$ cat src/rtl/core_pkg.sv
// Shared core types: instruction word, register index, opcode/format/rd-source
// enums and the decoded instruction record produced by the decode stage.
package core_pkg;

  typedef logic [31:0] word_t;
  typedef logic [4:0]  reg_index_t;

  typedef enum logic [6:0] {
    OPC_LOAD     = 7'b0000011,
    OPC_MISC_MEM = 7'b0001111,
    OPC_OP_IMM   = 7'b0010011,
    OPC_AUIPC    = 7'b0010111,
    OPC_STORE    = 7'b0100011,
    OPC_OP       = 7'b0110011,
    OPC_LUI      = 7'b0110111,
    OPC_BRANCH   = 7'b1100011,
    OPC_JALR     = 7'b1100111,
    OPC_JAL      = 7'b1101111,
    OPC_SYSTEM   = 7'b1110011
  } opcode_e;

  typedef enum logic [2:0] {
    FMT_R     = 3'd0,
    FMT_I     = 3'd1,
    FMT_S     = 3'd2,
    FMT_B     = 3'd3,
    FMT_U     = 3'd4,
    FMT_J     = 3'd5,
    FMT_UIMM  = 3'd6,
    FMT_OTHER = 3'd7
  } instr_format_e;

  typedef enum logic [1:0] {
    RD_FROM_ALU_RESULT  = 2'd0,
    RD_FROM_MEM_LOAD    = 2'd1,
    RD_FROM_NEXT_SEQ_PC = 2'd2,
    RD_FROM_CSR         = 2'd3
  } rd_src_e;

  typedef struct packed {
    word_t         pc;
    opcode_e       opcode;
    instr_format_e format;
    reg_index_t    rd;
    reg_index_t    rs1;
    reg_index_t    rs2;
    logic [2:0]    funct3;
    logic [6:0]    funct7;
    word_t         imm;
    rd_src_e       rd_src;
    logic          rd_we;
    logic          illegal;
  } decoded_instr_t;

endpackage

$ cat src/rtl/core_decode_comb.sv
// Purely combinational RV32I field decode: format, immediate, destination
// source and write enable for one raw instruction word.
module core_decode_comb
  import core_pkg::*;
(
  input  word_t          i_instr,
  input  word_t          i_pc,
  output decoded_instr_t o_dec
);

  opcode_e       opcode;
  instr_format_e fmt;
  rd_src_e       rd_src;
  logic          rd_we;
  logic          illegal;
  word_t         imm;
  logic [2:0]    funct3;

  assign opcode = opcode_e'(i_instr[6:0]);
  assign funct3 = i_instr[14:12];

  always_comb begin
    fmt     = FMT_OTHER;
    rd_src  = RD_FROM_ALU_RESULT;
    rd_we   = 1'b0;
    illegal = 1'b0;
    case (opcode)
      OPC_OP:       begin fmt = FMT_R; rd_we = 1'b1; end
      OPC_LOAD:     begin fmt = FMT_I; rd_src = RD_FROM_MEM_LOAD; rd_we = 1'b1; end
      OPC_OP_IMM:   begin fmt = FMT_I; rd_we = 1'b1; end
      OPC_JALR:     begin fmt = FMT_I; rd_src = RD_FROM_NEXT_SEQ_PC; rd_we = 1'b1; end
      OPC_MISC_MEM: fmt = FMT_I;
      OPC_STORE:    fmt = FMT_S;
      OPC_BRANCH:   fmt = FMT_B;
      OPC_LUI:      begin fmt = FMT_U; rd_we = 1'b1; end
      OPC_AUIPC:    begin fmt = FMT_U; rd_we = 1'b1; end
      OPC_JAL:      begin fmt = FMT_J; rd_src = RD_FROM_NEXT_SEQ_PC; rd_we = 1'b1; end
      OPC_SYSTEM: begin
        fmt = funct3[2] ? FMT_UIMM : FMT_I;
        if (funct3 != 3'b000) begin
          rd_src = RD_FROM_CSR;
          rd_we  = 1'b1;
        end
      end
      default:      illegal = 1'b1;
    endcase
    if (i_instr[1:0] != 2'b11)
      illegal = 1'b1;
    if (illegal) begin
      fmt   = FMT_OTHER;
      rd_we = 1'b0;
    end
    // x0 is hardwired to zero, so never request a write to it
    if (i_instr[11:7] == 5'd0)
      rd_we = 1'b0;
  end

  always_comb begin
    imm = '0;
    case (fmt)
      FMT_I:    imm = {{20{i_instr[31]}}, i_instr[31:20]};
      FMT_S:    imm = {{20{i_instr[31]}}, i_instr[31:25], i_instr[11:7]};
      FMT_B:    imm = {{19{i_instr[31]}}, i_instr[31], i_instr[7], i_instr[30:25],
                       i_instr[11:8], 1'b0};
      FMT_U:    imm = {i_instr[31:12], 12'h000};
      FMT_J:    imm = {{11{i_instr[31]}}, i_instr[31], i_instr[19:12], i_instr[20],
                       i_instr[30:21], 1'b0};
      FMT_UIMM: imm = {27'd0, i_instr[19:15]};
      default:  imm = '0;
    endcase
  end

  always_comb begin
    o_dec         = '0;
    o_dec.pc      = i_pc;
    o_dec.opcode  = opcode;
    o_dec.format  = fmt;
    o_dec.rd      = i_instr[11:7];
    o_dec.rs1     = i_instr[19:15];
    o_dec.rs2     = i_instr[24:20];
    o_dec.funct3  = funct3;
    o_dec.funct7  = i_instr[31:25];
    o_dec.imm     = imm;
    o_dec.rd_src  = rd_src;
    o_dec.rd_we   = rd_we;
    o_dec.illegal = illegal;
  end

endmodule

$ cat src/rtl/core_decode.sv
// Decode stage: decodes the incoming word, then buffers it in a main + skid
// pair so fetch sees a registered ready and throughput stays one per cycle.
module core_decode
  import core_pkg::*;
(
  input  logic           clk,
  input  logic           rst_n,
  input  logic           i_instr_valid,
  output logic           o_instr_ready,
  input  word_t          i_instr,
  input  word_t          i_pc,
  input  logic           i_flush,
  output logic           o_dec_valid,
  input  logic           i_dec_ready,
  output decoded_instr_t o_dec
);

  decoded_instr_t dec_new;
  decoded_instr_t main_q, main_d, skid_q, skid_d;
  logic           main_valid_q, main_valid_d;
  logic           skid_valid_q, skid_valid_d;
  logic           ready_q;
  logic           accept, consume;

  core_decode_comb u_comb (
    .i_instr (i_instr),
    .i_pc    (i_pc),
    .o_dec   (dec_new)
  );

  // Skid is only ever filled while main is held, so the oldest entry is
  // always in main and order is preserved.
  always_comb begin
    accept       = i_instr_valid && ready_q;
    consume      = main_valid_q && i_dec_ready;
    main_d       = main_q;
    skid_d       = skid_q;
    main_valid_d = main_valid_q;
    skid_valid_d = skid_valid_q;
    if (consume) begin
      if (skid_valid_q) begin
        main_d       = skid_q;
        main_valid_d = 1'b1;
        if (accept)
          skid_d = dec_new;
        else
          skid_valid_d = 1'b0;
      end else if (accept) begin
        main_d       = dec_new;
        main_valid_d = 1'b1;
      end else begin
        main_valid_d = 1'b0;
      end
    end else if (accept) begin
      if (!main_valid_q) begin
        main_d       = dec_new;
        main_valid_d = 1'b1;
      end else begin
        skid_d       = dec_new;
        skid_valid_d = 1'b1;
      end
    end
  end

  always_ff @(posedge clk) begin
    if (!rst_n) begin
      main_q       <= '0;
      skid_q       <= '0;
      main_valid_q <= 1'b0;
      skid_valid_q <= 1'b0;
      ready_q      <= 1'b1;
    end else if (i_flush) begin
      main_valid_q <= 1'b0;
      skid_valid_q <= 1'b0;
      ready_q      <= 1'b1;
    end else begin
      main_q       <= main_d;
      skid_q       <= skid_d;
      main_valid_q <= main_valid_d;
      skid_valid_q <= skid_valid_d;
      ready_q      <= !skid_valid_d;
    end
  end

  assign o_dec         = main_q;
  assign o_dec_valid   = main_valid_q;
  assign o_instr_ready = ready_q;

endmodule

$ cat config.mk
export PLATFORM = sky130hd
export DESIGN_NAME = core_decode
export DESIGN_NICKNAME = d
export VERILOG_FILES = /design/src/rtl/core_pkg.sv /design/src/rtl/core_decode_comb.sv /design/src/rtl/core_decode.sv
export SDC_FILE = /design/constraint.sdc
export NUM_CORES = 1
export LEC_CHECK = 0
export BUFFER_PORTS_ARGS = -buffer_cell sky130_fd_sc_hd__buf_2
export CAP_MARGIN = 20
export CORE_UTILIZATION = 50
export CTS_CLUSTER_DIAMETER = 30
export DETAILED_ROUTE_END_ITERATION = 7
export MAX_ROUTING_LAYER = met4
export PLACE_DENSITY = 0.81
export SLEW_MARGIN = 0
export SYNTH_ARGS = -nofsm -noshare
export SYNTH_HDL_FRONTEND = slang
export SYNTH_SLANG_ARGS = --single-unit
$ cat constraint.sdc
create_clock -name clk -period 2.7 [get_ports clk]
set_clock_uncertainty 0.1 [all_clocks]
set_input_delay 0.135 -clock clk [delete_from_list [all_inputs] [get_ports clk]]
set_output_delay 0.135 -clock clk [all_outputs]
set_load 0.01 [all_outputs]
==> results_dict.tcl <==
set metrics [dict create \
    status "finished, final reports clean" \
    grt_usage 0.302 \
    crit_path_start_kind "register" \
    clk_latency_ns 0.51 \
    async_reset_ff_frac 0 \
    synth_top_area_cell "dfxtp_1" \
    synth_cell_type_count 59 \
    r2r_slack_ns 0.27 \
    synth-main-ff-cell "dfxtp_1" \
    core_area_mm2 0.0172 \
    avgViaCountPerCell 5.79 \
    wl_per_cell_um 17.2 \
    dp_hpwl_um 15800 \
    antennaDiodeCount 0 \
    syn_avg_cell_area_um2 7.96 \
    slowest_stage "dlygate4sd3_1" \
    worst-setup-path-type "register to register" \
    final_nets 1384 \
    post_dp_cell_area_mm2 0.00970 \
    hp-class "input pin to register" \
    synth-edff-count 0 \
    cts_buffers 44 \
    worst_pin_slew_ns 0.669 \
    synth.most_common_cell "nand2_1" \
    synthAdderAreaFrac 0 \
    grt_max_degree 87 \
    cp.arrival_ns 2.73 \
    timing.max_cap.violations 0 \
    remaining_drc_errors 0 \
    final_area_mm2 0.0119 \
    grt_pass1_wl_um 42800 \
    cts_tree "built" \
    fin_crit_sh 0.902 \
    place.gp.congestion 0.892 \
    fp-row-count 48 \
    synth_mux_area_frac 0.00128 \
    antenna_left 0 \
    crit_start "o_dec_valid" \
    cp.depth 6 \
    pin_count 174 \
    synth_area_leaders "dfxtp_1, nand2_1, a21oi_1" \
    die_x_um 135 \
    crit_path_end_kind "register" \
    timing.critical_path.buf_inv 2 \
    hold_viol 0 \
    reg2reg_from "o_dec_valid" \
    cts.sinks 209 \
    synth.top_cell.area_share 0.477 \
    setup_viol 0 \
    synth_xor_xnor_area_share 0 \
    worstPathMaxFanout 32 \
    syn_nets 1172 \
    drive_above_1_share 0.222 \
    r2r_end "skid_q[78]" \
    rsz0062_at_grt "no" \
    die_h_um 135 \
    maxSlewViolCount 0 \
    antenna_found_initial 0 \
    endpoint "skid_q[78]" \
    drtIter0Drc 767 \
    root_buffer "clkbuf_16" \
    max_stage_delay_ns 0.56 \
    synth_top_family_by_area "compound AO/OA/AOI/OAI gates" \
    cts_max_path_buffers 3 \
    slew_headroom 0.554 \
    synth_area_mm2 0.00878 \
    portBuffers 173 \
    overflow 0 \
    crit_family "buffers and inverters" \
    vdd_drop_max_mv 0.461 \
    fin_crit_ns 2.43 \
    drt-total-wl_um 27000 \
    die_area_mm2 0.0181 \
    cp_cell_sequence "o21ai_1 > or3_4 > buf_4 > nand2_1 > a21oi_1 > dlygate4sd3_1" \
    synth-compound-area-share 0.248 \
    htree_levels 2 \
    netlist_instances 1103 \
    synthSimpleGateAreaFrac 0.222 \
    ys_seq_area_frac 0.477 \
    ys_seq_elements 209 \
    dr.pass1.iters 5 \
    tns_ns 0 \
    synthTopCellsByCount "nand2_1, dfxtp_1, a21oi_1" \
    post_cts_buffers 0 \
    required_ns 2.99 \
    path_clk_slew_ns 0.05 \
    r2r_cells 6 \
    ys_warn_count 0 \
    grt_pass1_vias 8569 \
    fmax_mhz 411 \
    leakage_uw 0.00476 \
    power.density_mw_per_mm2 787 \
    dr_total_vias 9104 \
    start_util 0.509 \
    area_growth_pct 35.4 \
]
-- tightest hold or removal path, delay by kind of cell --
family / cells / cell delay [ns]
compound gates: 1 / 0.05
buf+inv: 2 / 0.66
simple gates: 1 / 0.05
-- flip-flops by register name, indices dropped and copies added (netlist names) --
name / flops
o_dec: 103
o_dec_valid: 1
o_instr_ready: 1
skid_q: 103
skid_valid_q: 1
-- how the worst min path moves through the flow --
stage	startpoint	to	slack, ns	cells past startpoint
floorplan	i_instr[26]	skid_q[10]	0.16	1
global placement	i_pc[20]	skid_q[91]	0.29	3
detailed placement	i_pc[29]	skid_q[100]	0.30	3
CTS	i_pc[23]	skid_q[94]	0.30	4
global route	i_pc[12]	skid_q[83]	0.32	4
finish	i_pc[23]	skid_q[94]	0.32	4
-- what timing repair did --
| item | CTS | global route |
|---|---|---|
| hold buffers | 69 | 0 |
| hold endpoints to repair | 191 | 0 |
| setup endpoints to repair | 0 | 1 |
| gates resized for setup | 0 | 2 |
-- through the flow --
stage / hold WS (ns) / power, uW / util / cells / worst slack, ns
global placement: 0.289 / 3970 / 0.563 / 1425 / 0.508
detailed placement: 0.295 / 3980 / 0.563 / 1425 / 0.459
CTS: 0.303 / 9390 / 0.689 / 1572 / 0.0751
floorplan: 0.161 / 3710 / - / 1103 / 0.866
finish: 0.324 / 9360 / 0.689 / 1572 / 0.265
global route: 0.324 / 9660 / 0.689 / 1572 / 0.133
-- cells in the final DEF (no fill, tap or decap), types with 2 or more instances in the layout --
cell type      instances
a211oi_1               5
a21oi_1              135
a221oi_1              19
a22oi_1                6
a311oi_1              64
a31oi_1                5
a32o_1                 6
and2_1                 3
and3b_1                2
buf_2                173
buf_4                 21
bufinv_16              5
clkbuf_1               4
clkbuf_16             45
clkbuf_8               5
clkinv_2              10
clkinv_4               5
clkinvlp_4             2
dfxtp_1              209
dlygate4sd3_1         69
inv_1                  4
inv_6                  2
nand2_1              293
nand2b_1               6
nand3_1                7
nor2_1                97
nor2_2                 2
nor2b_1                4
nor3_1                 6
nor3_2                 5
nor3b_2                2
nor4_1                 3
o211ai_1               6
o21a_1                 3
o21ai_0               64
o21ai_1                9
o21ai_2                2
o31a_1                 2
or3_1                  6
-- cell type report --
class                      count  area [um2]
sequential                   209        4180
fill                        1305        5350
tap                          225         282
inverter                       5        21.3
multi-input combinational    790        4170
timing repair buffer         265        1750
clock inverter                24         277
clock buffer                  54        1210
-- per-layer routing --
layer / vias to the layer above / global-route usage / part of all wire
met5: - / - / 0
met4: 0 / 0.147 / 0.037
met3: 91 / 0.0601 / 0.077
met2: 487 / 0.479 / 0.47
met1: 4228 / 0.368 / 0.41
li1: 4298 / - / -
-- kinds of logic after synthesis --
| logic type | after synthesis |
|---|---|
| AOI/OAI and AO/OA | 336 |
| buffers and inverters | 104 |
| DFF | 209 |
| muxes | 1 |
| and+or+nand+nor | 453 |
-- report_power, final --
group	internal [uW]	switching [uW]	leakage [uW]
Sequential	3210	62.5	0.00170
Combinational	311	448	0.00232
Clock	3640	1690	0.000735
Total	7160	2200	0.00476
No activity file was read; power rests on OpenSTA's default activity.
